--- src/rtl/stream_word_serializer.sv ---
// rtl/stream_word_serializer.sv - wide-to-narrow word serializer with valid/ready on both sides
//
// Accepts one WORD_W-bit word and emits WORD_W/BEAT_W beats of BEAT_W bits,
// most-significant beat first (LSB_FIRST=0) or least-significant first (LSB_FIRST=1).
// A new word can be taken on the same cycle the last beat of the previous word
// transfers, so a continuous stream runs without bubbles.
//
// Optional feature macro: STREAM_SERIALIZER_PARITY_EN (adds out_parity).
//
// Ports:
//   clk        - clock, all state on rising edge
//   rst        - synchronous reset, active-high
//   in_valid   - input word offered
//   in_ready   - serializer accepts a word this cycle (combinational from out_ready)
//   in_data    - input word, WORD_W bits
//   out_valid  - beat on out_data is valid
//   out_ready  - downstream accepts the beat
//   out_data   - current beat, BEAT_W bits
//   out_last   - current beat is the final beat of its word
//   out_index  - emission-order index of the current beat (0 outside a word)
//   out_parity - XOR reduction of out_data (only with STREAM_SERIALIZER_PARITY_EN)

module stream_word_serializer #(
  parameter int WORD_W    = 32,
  parameter int BEAT_W    = 8,
  parameter int LSB_FIRST = 0,
  localparam int NBEATS   = WORD_W / BEAT_W,
  localparam int IDX_W    = (NBEATS > 1) ? $clog2(NBEATS) : 1
) (
  input  logic              clk,
  input  logic              rst,
  input  logic              in_valid,
  output logic              in_ready,
  input  logic [WORD_W-1:0] in_data,
  output logic              out_valid,
  input  logic              out_ready,
  output logic [BEAT_W-1:0] out_data,
  output logic              out_last,
  output logic [IDX_W-1:0]  out_index
`ifdef STREAM_SERIALIZER_PARITY_EN
  ,
  output logic              out_parity
`endif
);

  generate
    if ((BEAT_W < 1) || (BEAT_W > WORD_W) || ((WORD_W % BEAT_W) != 0)) begin : g_param_check
      $error("stream_word_serializer: WORD_W must be a positive multiple of BEAT_W");
    end
  endgenerate

  localparam logic [IDX_W-1:0] LAST_IDX = IDX_W'(NBEATS - 1);

  typedef enum logic {
    IDLE = 1'b0,
    SEND = 1'b1
  } state_t;

  state_t             state;
  logic [WORD_W-1:0]  word_q;
  logic [IDX_W-1:0]   cnt_q;

  logic               accept;
  logic               xfer;
  logic [IDX_W-1:0]   nxt_idx;
  logic [BEAT_W-1:0]  load_beat;
  logic [BEAT_W-1:0]  step_beat;

  // Beat `idx` in emission order; variable-base indexed part-selects pick the slice.
  function automatic logic [BEAT_W-1:0] beat_sel(input logic [WORD_W-1:0] w,
                                                 input logic [IDX_W-1:0]  idx);
    int base;
    base = int'(idx) * BEAT_W;
    if (LSB_FIRST != 0) begin
      beat_sel = w[base +: BEAT_W];
    end else begin
      beat_sel = w[WORD_W - 1 - base -: BEAT_W];
    end
  endfunction

  // out_last is only ever set in SEND, so the second term also covers the
  // back-to-back case where the final beat leaves and a new word enters.
  assign in_ready  = (state == IDLE) || (out_last && out_ready);
  assign accept    = in_valid && in_ready;
  assign xfer      = out_valid && out_ready;
  assign out_index = cnt_q;

  always_comb begin
    nxt_idx   = cnt_q + IDX_W'(1);
    load_beat = beat_sel(in_data, '0);
    step_beat = beat_sel(word_q, nxt_idx);
  end

  always_ff @(posedge clk) begin
    if (rst) begin
      state      <= IDLE;
      word_q     <= '0;
      cnt_q      <= '0;
      out_valid  <= 1'b0;
      out_last   <= 1'b0;
      out_data   <= '0;
`ifdef STREAM_SERIALIZER_PARITY_EN
      out_parity <= 1'b0;
`endif
    end else begin
      case (state)
        IDLE: begin
          if (accept) begin
            state      <= SEND;
            word_q     <= in_data;
            cnt_q      <= '0;
            out_valid  <= 1'b1;
            out_last   <= (NBEATS == 1);
            out_data   <= load_beat;
`ifdef STREAM_SERIALIZER_PARITY_EN
            out_parity <= ^load_beat;
`endif
          end
        end
        SEND: begin
          if (accept) begin
            // Last beat leaves and the next word is loaded on the same edge.
            word_q     <= in_data;
            cnt_q      <= '0;
            out_valid  <= 1'b1;
            out_last   <= (NBEATS == 1);
            out_data   <= load_beat;
`ifdef STREAM_SERIALIZER_PARITY_EN
            out_parity <= ^load_beat;
`endif
          end else if (xfer) begin
            if (out_last) begin
              state      <= IDLE;
              cnt_q      <= '0;
              out_valid  <= 1'b0;
              out_last   <= 1'b0;
              out_data   <= '0;
`ifdef STREAM_SERIALIZER_PARITY_EN
              out_parity <= 1'b0;
`endif
            end else begin
              cnt_q      <= nxt_idx;
              out_last   <= (nxt_idx == LAST_IDX);
              out_data   <= step_beat;
`ifdef STREAM_SERIALIZER_PARITY_EN
              out_parity <= ^step_beat;
`endif
            end
          end
        end
        default: state <= IDLE;
      endcase
    end
  end

endmodule
--- config.mk ---
export PLATFORM = sky130hd
export DESIGN_NAME = stream_word_serializer
export DESIGN_NICKNAME = d
export VERILOG_FILES = /design/src/rtl/stream_word_serializer.sv
export SDC_FILE = /design/constraint.sdc
export NUM_CORES = 1
export LEC_CHECK = 0
export ABC_AREA = 1
export BUFFER_PORTS_ARGS = -buffer_cell sky130_fd_sc_hd__buf_2
export CELL_PAD_IN_SITES_DETAIL_PLACEMENT = 0
export CELL_PAD_IN_SITES_GLOBAL_PLACEMENT = 1
export CORE_MARGIN = 10
export CORE_UTILIZATION = 33
export DETAILED_ROUTE_END_ITERATION = 8
export PLACE_DENSITY_LB_ADDON = 0.1
export SYNTH_ARGS = -nofsm -noshare
export SYNTH_HDL_FRONTEND = slang
export SYNTH_SLANG_ARGS = --single-unit
export TNS_END_PERCENT = 5
--- constraint.sdc ---
create_clock -name clk -period 1.72 [get_ports clk]
set_input_delay 0.344 -clock clk [delete_from_list [all_inputs] [get_ports clk]]
set_output_delay 0.344 -clock clk [all_outputs]
set_load 0.02 [all_outputs]
==> metrics.md, run 1 <==
| Metric | Value |
|---|---|
| Wire per inst | `13.7 µm` |
| Max Cap Viol | `0` |
| Final Total Pwr | `2240 µW` |
| Post-synth ARST share | `0%` |
| PwrDens | `943 mW/mm²` |
| HPWL Detailed | `4090 µm` |
| Iteration-0 DRC Markers | `68` |
| Setup slack after layout | `0.286 ns` |
| Initial core utilization | `34.0%` |
| FF-to-FF Start | `out_last` |
| RD Place Congestion | `0.747` |
| Die area | `0.00962 mm²` |
| Synthesized Nets | `327` |
| Post-Syn Area | `0.00201 mm²` |
| GRT Resource Usage Total | `11.7%` |
| Arrival time worst endpoint | `1.66 ns` |
| Site Rows | `28` |
| CTS Root Cell | `clkbuf_8` |
| Worst EP required | `1.95 ns` |
| Worst path slowest cell | `inv_2` |
| Critical path cell sequence | `nand2_2 > nand2_2 > nand2_2 > inv_2 > nor2_1 > nor2_1` |
| Most frequent cells in the layout | `nor2_1 (91), nand2_1 (56), buf_2 (48)` |
| Most frequent CP cell | `nand2_2` |
| Cell family with most CP delay | `simple AND/OR/NAND/NOR gates` |
| Routed Antenna Nets | `0` |
| Ant diodes | `0` |
| Final setup viols | `0` |
| Total negative slack | `0 ns` |
| I/O Buffers | `48` |
| Cells after synthesis | `290` |
| TritonCTS clock tree | `built` |
| Drt first pass iters | `4` |
| DR vias/cell | `4.61` |
| Sequential area share after synthesis | `44.8%` |
| CTS Buf Count | `5` |
| P_int | `1600 µW` |
| Combinational Power Share | `18.4%` |
| Place WS | `0.237 ns` |
| Global route overflow | `0` |
| Reg clk slew, reported paths | `0.08 ns` |
| Critical path peak fanout | `32` |
| Leak pwr | `0.00108 µW` |
| Vias in the first global route | `1886` |
| Slew margin rel. | `60.1%` |
| I/O pins | `49` |
| Highest ir drop seen on vdd | `0.424 mV` |
| Switching Fraction | `28.5%` |
| Most common cell after layout, fill and taps aside | `nor2_1` |
| Worst setup EP type | `register` |
| WP buf/inv | `1` |
| Pins Over Slew Limit | `0` |
| # H-tree levels | `2` |
| Count of final hold-check violations | `0` |
| Largest net degree at the start of global routing | `33` |
| CTS Sinks | `45` |
| CP Class | `register to register` |
| Post-CTS Hold Buffers | `0` |
| Critical Path Source | `out_last` |
| FF+latch count, synth | `45` |
| Post-CTS setup buffers | `0` |
| NetSw | `638 µW` |
| Clk_skew | `0.00737 ns` |
| Tcrit/Tclk final | `83.4%` |
| Post-CTS resize count | `0` |
| Mean Syn Cell Area | `6.94 µm²` |
| Fmax | `697 MHz` |
| Top FF cell, synth | `dfxtp_1` |
| Fraction of layout instances using a drive strength above 1 | `21.4%` |
| Synthesis Warnings | `0` |
| Vias | `1896` |
| Number of fill cells in the layout | `680` |
| Final WL | `5610 µm` |
| Min-Delay Startpoint | `rst` |
| Maximum buffer depth of the clock tree | `2` |
| Number of synthesized flops with an enable pin | `0` |
| Worst setup SP type | `register` |
| Area grow syn2layout | `17.8%` |
| Die W | `98.1 µm` |
| Sequential fraction of design power | `52.3%` |
| Tmin final | `1.43 ns` |
| Slowest stage delay, CP | `0.47 ns` |
| Core area | `0.00592 mm²` |
| Post-layout util | `40.0%` |
| Height of the chip | `98.1 µm` |
| Clk pwr share | `29.3%` |
| Clk Latency, worst-skew pair | `0.29 ns` |
| Global-route wire length before repair | `9310 µm` |
| Slew of the pin with the lowest slew margin | `0.597 ns` |
| RSZ-0062 raised after global routing | `false` |
| Synth cell types | `21` |
| Final nets | `373` |
| Antenna violations before repair | `0` |
| Status | `finished clean` |
| Drt drc | `0` |
| HP Class | `primary input to register` |
state kept, by name, indices dropped and copies added, names as in the netlist:
signal / cells
word_q: 32
state: 1
out_last: 1
out_index: 2
out_data: 8
out_valid: 1
per-layer routing:
metal / track usage, % / vias up / routed length, µm / share of wire [%]
met5: 0 / - / 0 / 0
met4: 4.03 / 0 / 51 / 0.91
met3: 3.45 / 5 / 324 / 5.8
met2: 17.6 / 38 / 2400 / 43
met1: 15.5 / 837 / 2840 / 51
li1: - / 1016 / - / -
path summary, 6_finish.rpt:
check	to	slack [ns]	cells after the start
worst max-delay path	word_q[4]	0.29	6
worst min-delay path	out_index[0]	0.30	2
worst max register to register	word_q[4]	0.29	6
worst min register to register	word_q[30]	0.49	2
cells in the mapped netlist, types with 3 or more instances:
library cell / n / area [µm²]
nor2_1: 91 / 342
a21oi_1: 13 / 65.1
o21ai_1: 7 / 35.0
nand2_1: 56 / 210
nand2_2: 3 / 18.8
clkbuf_1: 5 / 18.8
o21ai_0: 34 / 170
dfxtp_1: 45 / 901
inv_1: 3 / 11.3
buf_2: 3 / 15.0
buf_6: 4 / 45.0
nand3_1: 14 / 70.1
final cells by class:
class	instances	area [µm²]	area share, %
well taps	75	93.8	3.96
clock buffers	7	86.3	3.64
repair buffers	56	300	12.7
inverters	6	23.8	1.00
flip-flops and latches	45	902	38.0
multi-input cells	222	965	40.7
stage by stage:
stage               hold WS, ns  area, µm²  instances
floorplan                 0.406       2020        290
global placement          0.463       2280        404
detailed placement        0.471       2280        404
CTS                       0.280       2370        411
global route              0.272       2370        411
finish                    0.296       2370        411
cell families after synthesis:
group | after synthesis | synth area share, %
simple gates | 166 | 33.3
fa+ha+maj | 1 | 0.622
buf+inv | 23 | 7.28
compound gates | 55 | 14.0
flops | 45 | 44.8
power by group through the flow:
stage / clock network [µW] / logic, µW / registers, µW
finish: 656 / 411 / 1170
global placement: 0 / 413 / 1190
detailed placement: 0 / 413 / 1190
floorplan: 0 / 271 / 1210
global route: 730 / 473 / 1180
CTS: 695 / 416 / 1170
Note: power is estimated with default switching activity, not from simulation.
==> inputs of run 2 (changes only) <==
Settings changed: CORE_UTILIZATION 33 to 37.
Clock period 1.72 ns to 1.4 ns, I/O delays scaled along.
==> run 2 against run 1 <==
Compared with the run above:
- critical path type is now register to output pin
- highest routed layer unchanged
- sequential share of layout area decreased by 1.2 points
- global-route usage is 1.5 points higher
- critical path depth fell by 4
- first-iteration DRC count down 37%
- largest power group unchanged
- clock skew increased by 0.0023 ns
- utilization up 7.1 points
- critical endpoint is now out_index[0]
==> metrics.md, run 2 (same netlist as run 1, synthesis figures left out) <==
| Metric | Value |
|---|---|
| Status | `finished clean` |
| Most common cell after layout, fill and taps aside | `nor2_1` |
| RSZ-0062 raised after global routing | `true` |
| Area grow syn2layout | `22.0%` |
| Vias | `1923` |
| DR vias/cell | `4.69` |
| Clk_skew | `0.00966 ns` |
| Worst setup EP type | `output pin` |
| CTS Sinks | `45` |
| Vias in the first global route | `1894` |
| CTS Root Cell | `clkbuf_8` |
| Count of final hold-check violations | `0` |
| Critical Path Stages | `2` |
| R2R Setup Slk | `0.06 ns` |
| Worst setup SP type | `register` |
| Global-route wire length before repair | `9520 µm` |
| Critical Path Source | `out_index[0]` |
| Combinational Power Share | `18.5%` |
| Antenna violations before repair | `0` |
| Ant diodes | `0` |
| TritonCTS clock tree | `built` |
| Die area | `0.00879 mm²` |
| Leak pwr | `0.00111 µW` |
| Slew of the pin with the lowest slew margin | `0.245 ns` |
| Slowest stage delay, CP | `0.38 ns` |
| Routed Antenna Nets | `0` |
| I/O Buffers | `48` |
| Arrival time worst endpoint | `1.07 ns` |
| Hold Path Cell Cnt | `2` |
| Min-Delay Startpoint | `rst` |
| Most frequent cells in the layout | `nor2_1 (91), nand2_1 (56), buf_2 (48)` |
| Worst flop-to-flop path endpoint | `out_data[1]` |
| Sequential fraction of design power | `50.2%` |
| Critical path peak fanout | `18` |
| Clk pwr share | `31.3%` |
| NetSw | `826 µW` |
| HP Class | `primary input to register` |
| FF-to-FF Start | `out_index[0]` |
| Non-filler cells, final | `410` |
| Maximum buffer depth of the clock tree | `2` |
| Largest net degree at the start of global routing | `41` |
| WP buf/inv | `2` |
| P_int | `2030 µW` |
| Height of the chip | `93.7 µm` |
| Drt first pass iters | `4` |
| Site Rows | `26` |
| Tmin final | `1.35 ns` |
| Post-CTS Hold Buffers | `0` |
| Final WL | `5620 µm` |
| Initial core utilization | `38.7%` |
| Cell family with most CP delay | `flip-flops` |
| Final Total Pwr | `2860 µW` |
| Core area | `0.00520 mm²` |
| CP Class | `register to output pin` |
| Post-CTS setup buffers | `0` |
| Final nets | `376` |
| Die W | `93.7 µm` |
| Global route overflow | `0` |
| Min-Delay Endpoint | `out_last` |
| Fmax | `743 MHz` |
| Highest ir drop seen on vdd | `0.547 mV` |
| Worst path slowest cell | `dfxtp_4` |
| Worst EP required | `1.12 ns` |
| Pins Over Slew Limit | `0` |
| Final setup viols | `0` |
| Drt drc | `0` |
| Cells after DPL | `402` |
| Largest reg by FF count | `word_q` |
| I/O pins | `49` |
| CTS Buf Count | `5` |
| Tcrit/Tclk final | `96.1%` |
| Clk Latency, worst-skew pair | `0.30 ns` |
| # H-tree levels | `2` |
| Max reg flops | `32` |
| Iteration-0 DRC Markers | `43` |
| Fraction of layout instances using a drive strength above 1 | `23.5%` |
| Post-layout util | `47.2%` |
| HPWL Detailed | `4000 µm` |
| Max Cap Viol | `0` |
| Critical path cell sequence | `buf_6 > buf_2` |
| GRT Resource Usage Total | `13.2%` |
| Slew margin rel. | `83.6%` |
| Switching Fraction | `28.9%` |
| RD Place Congestion | `0.760` |
| PwrDens | `1160 mW/mm²` |
| Wire per inst | `13.7 µm` |
| Reg2Reg Depth | `8` |
| Reg clk slew, reported paths | `0.09 ns` |
==> run 2: cell types whose count changed in the layout (fill, tap and decap cells not counted), moves of 2 or more <==
cell,before,now
a21oi_2,0,2
a21oi_1,13,11
inv_2,2,0
o21ai_1,7,9
inv_6,0,2
o21ai_0,34,32
==> run 2: worst reg2reg max path, delay by kind of cell (launching register included) <==
kind | cells | cell delay [ns]
flip-flops | 1 | 0.38
AND/OR/NAND/NOR | 4 | 0.37
adder cells (fa/ha/maj) | 1 | 0.34
buffers and inverters | 2 | 0.16
AO/OA/AOI/OAI | 1 | 0.04
==> run 2: area by class of cell <==
class / instances / area, µm²
Clock inverter: 1 / 5.00
Clock buffer: 7 / 96.3
Tap cell: 70 / 87.6
Sequential cell: 45 / 905
Multi-Input combinational cell: 222 / 985
Timing Repair Buffer: 59 / 339
Fill cell: 569 / 2750
Inverter: 6 / 37.5
==> run 2: power groups by stage <==
stage | logic [µW] | clock network, µW | registers [µW]
2_1_floorplan | 343 | 0 | 1490
3_3_place_gp | 523 | 0 | 1470
3_5_place_dp | 526 | 0 | 1470
4_1_cts | 529 | 918 | 1440
5_1_grt | 607 | 955 | 1450
6_report | 528 | 895 | 1440
==> run 2: repair_timing <==
item / 4_1_cts / 5_1_grt
pin swaps: 0 / 4
endpoints found under the setup margin: 1 / 37
gates resized for setup: 1 / 7
==> run 2: how the worst max path moves through the flow <==
stage                    to  slack [ns]
2_1_floorplan   out_data[7]       -0.09
3_3_place_gp     word_q[18]        0.02
3_5_place_dp      word_q[6]       -0.02
4_1_cts           word_q[6]        0.01
6_report       out_index[0]        0.05
5_1_grt         out_data[1]       -0.02
==> run 2: stage by stage <==
step | hold WS (ns) | TNS (ns) | setup slack (ns) | area, µm²
6_report | 0.221 | 0 | 0.0548 | 2450
5_1_grt | 0.231 | -0.0424 | -0.0184 | 2450
4_1_cts | 0.223 | 0 | 0.0101 | 2440
3_5_place_dp | 0.471 | -0.174 | -0.0195 | 2340
3_3_place_gp | 0.463 | 0 | 0.0153 | 2340
2_1_floorplan | 0.339 | -0.699 | -0.0928 | 2050
==> run 2: metal layers <==
layer  vias to the layer above  global-route usage [%]  share of wire [%]
met2                        39                    20.5                 44
met1                       861                    17.2                 50
li1                       1016                       -                  -
met4                         0                    4.56                1.2
met3                         7                    3.44                4.8
met5                         -                       0                  0
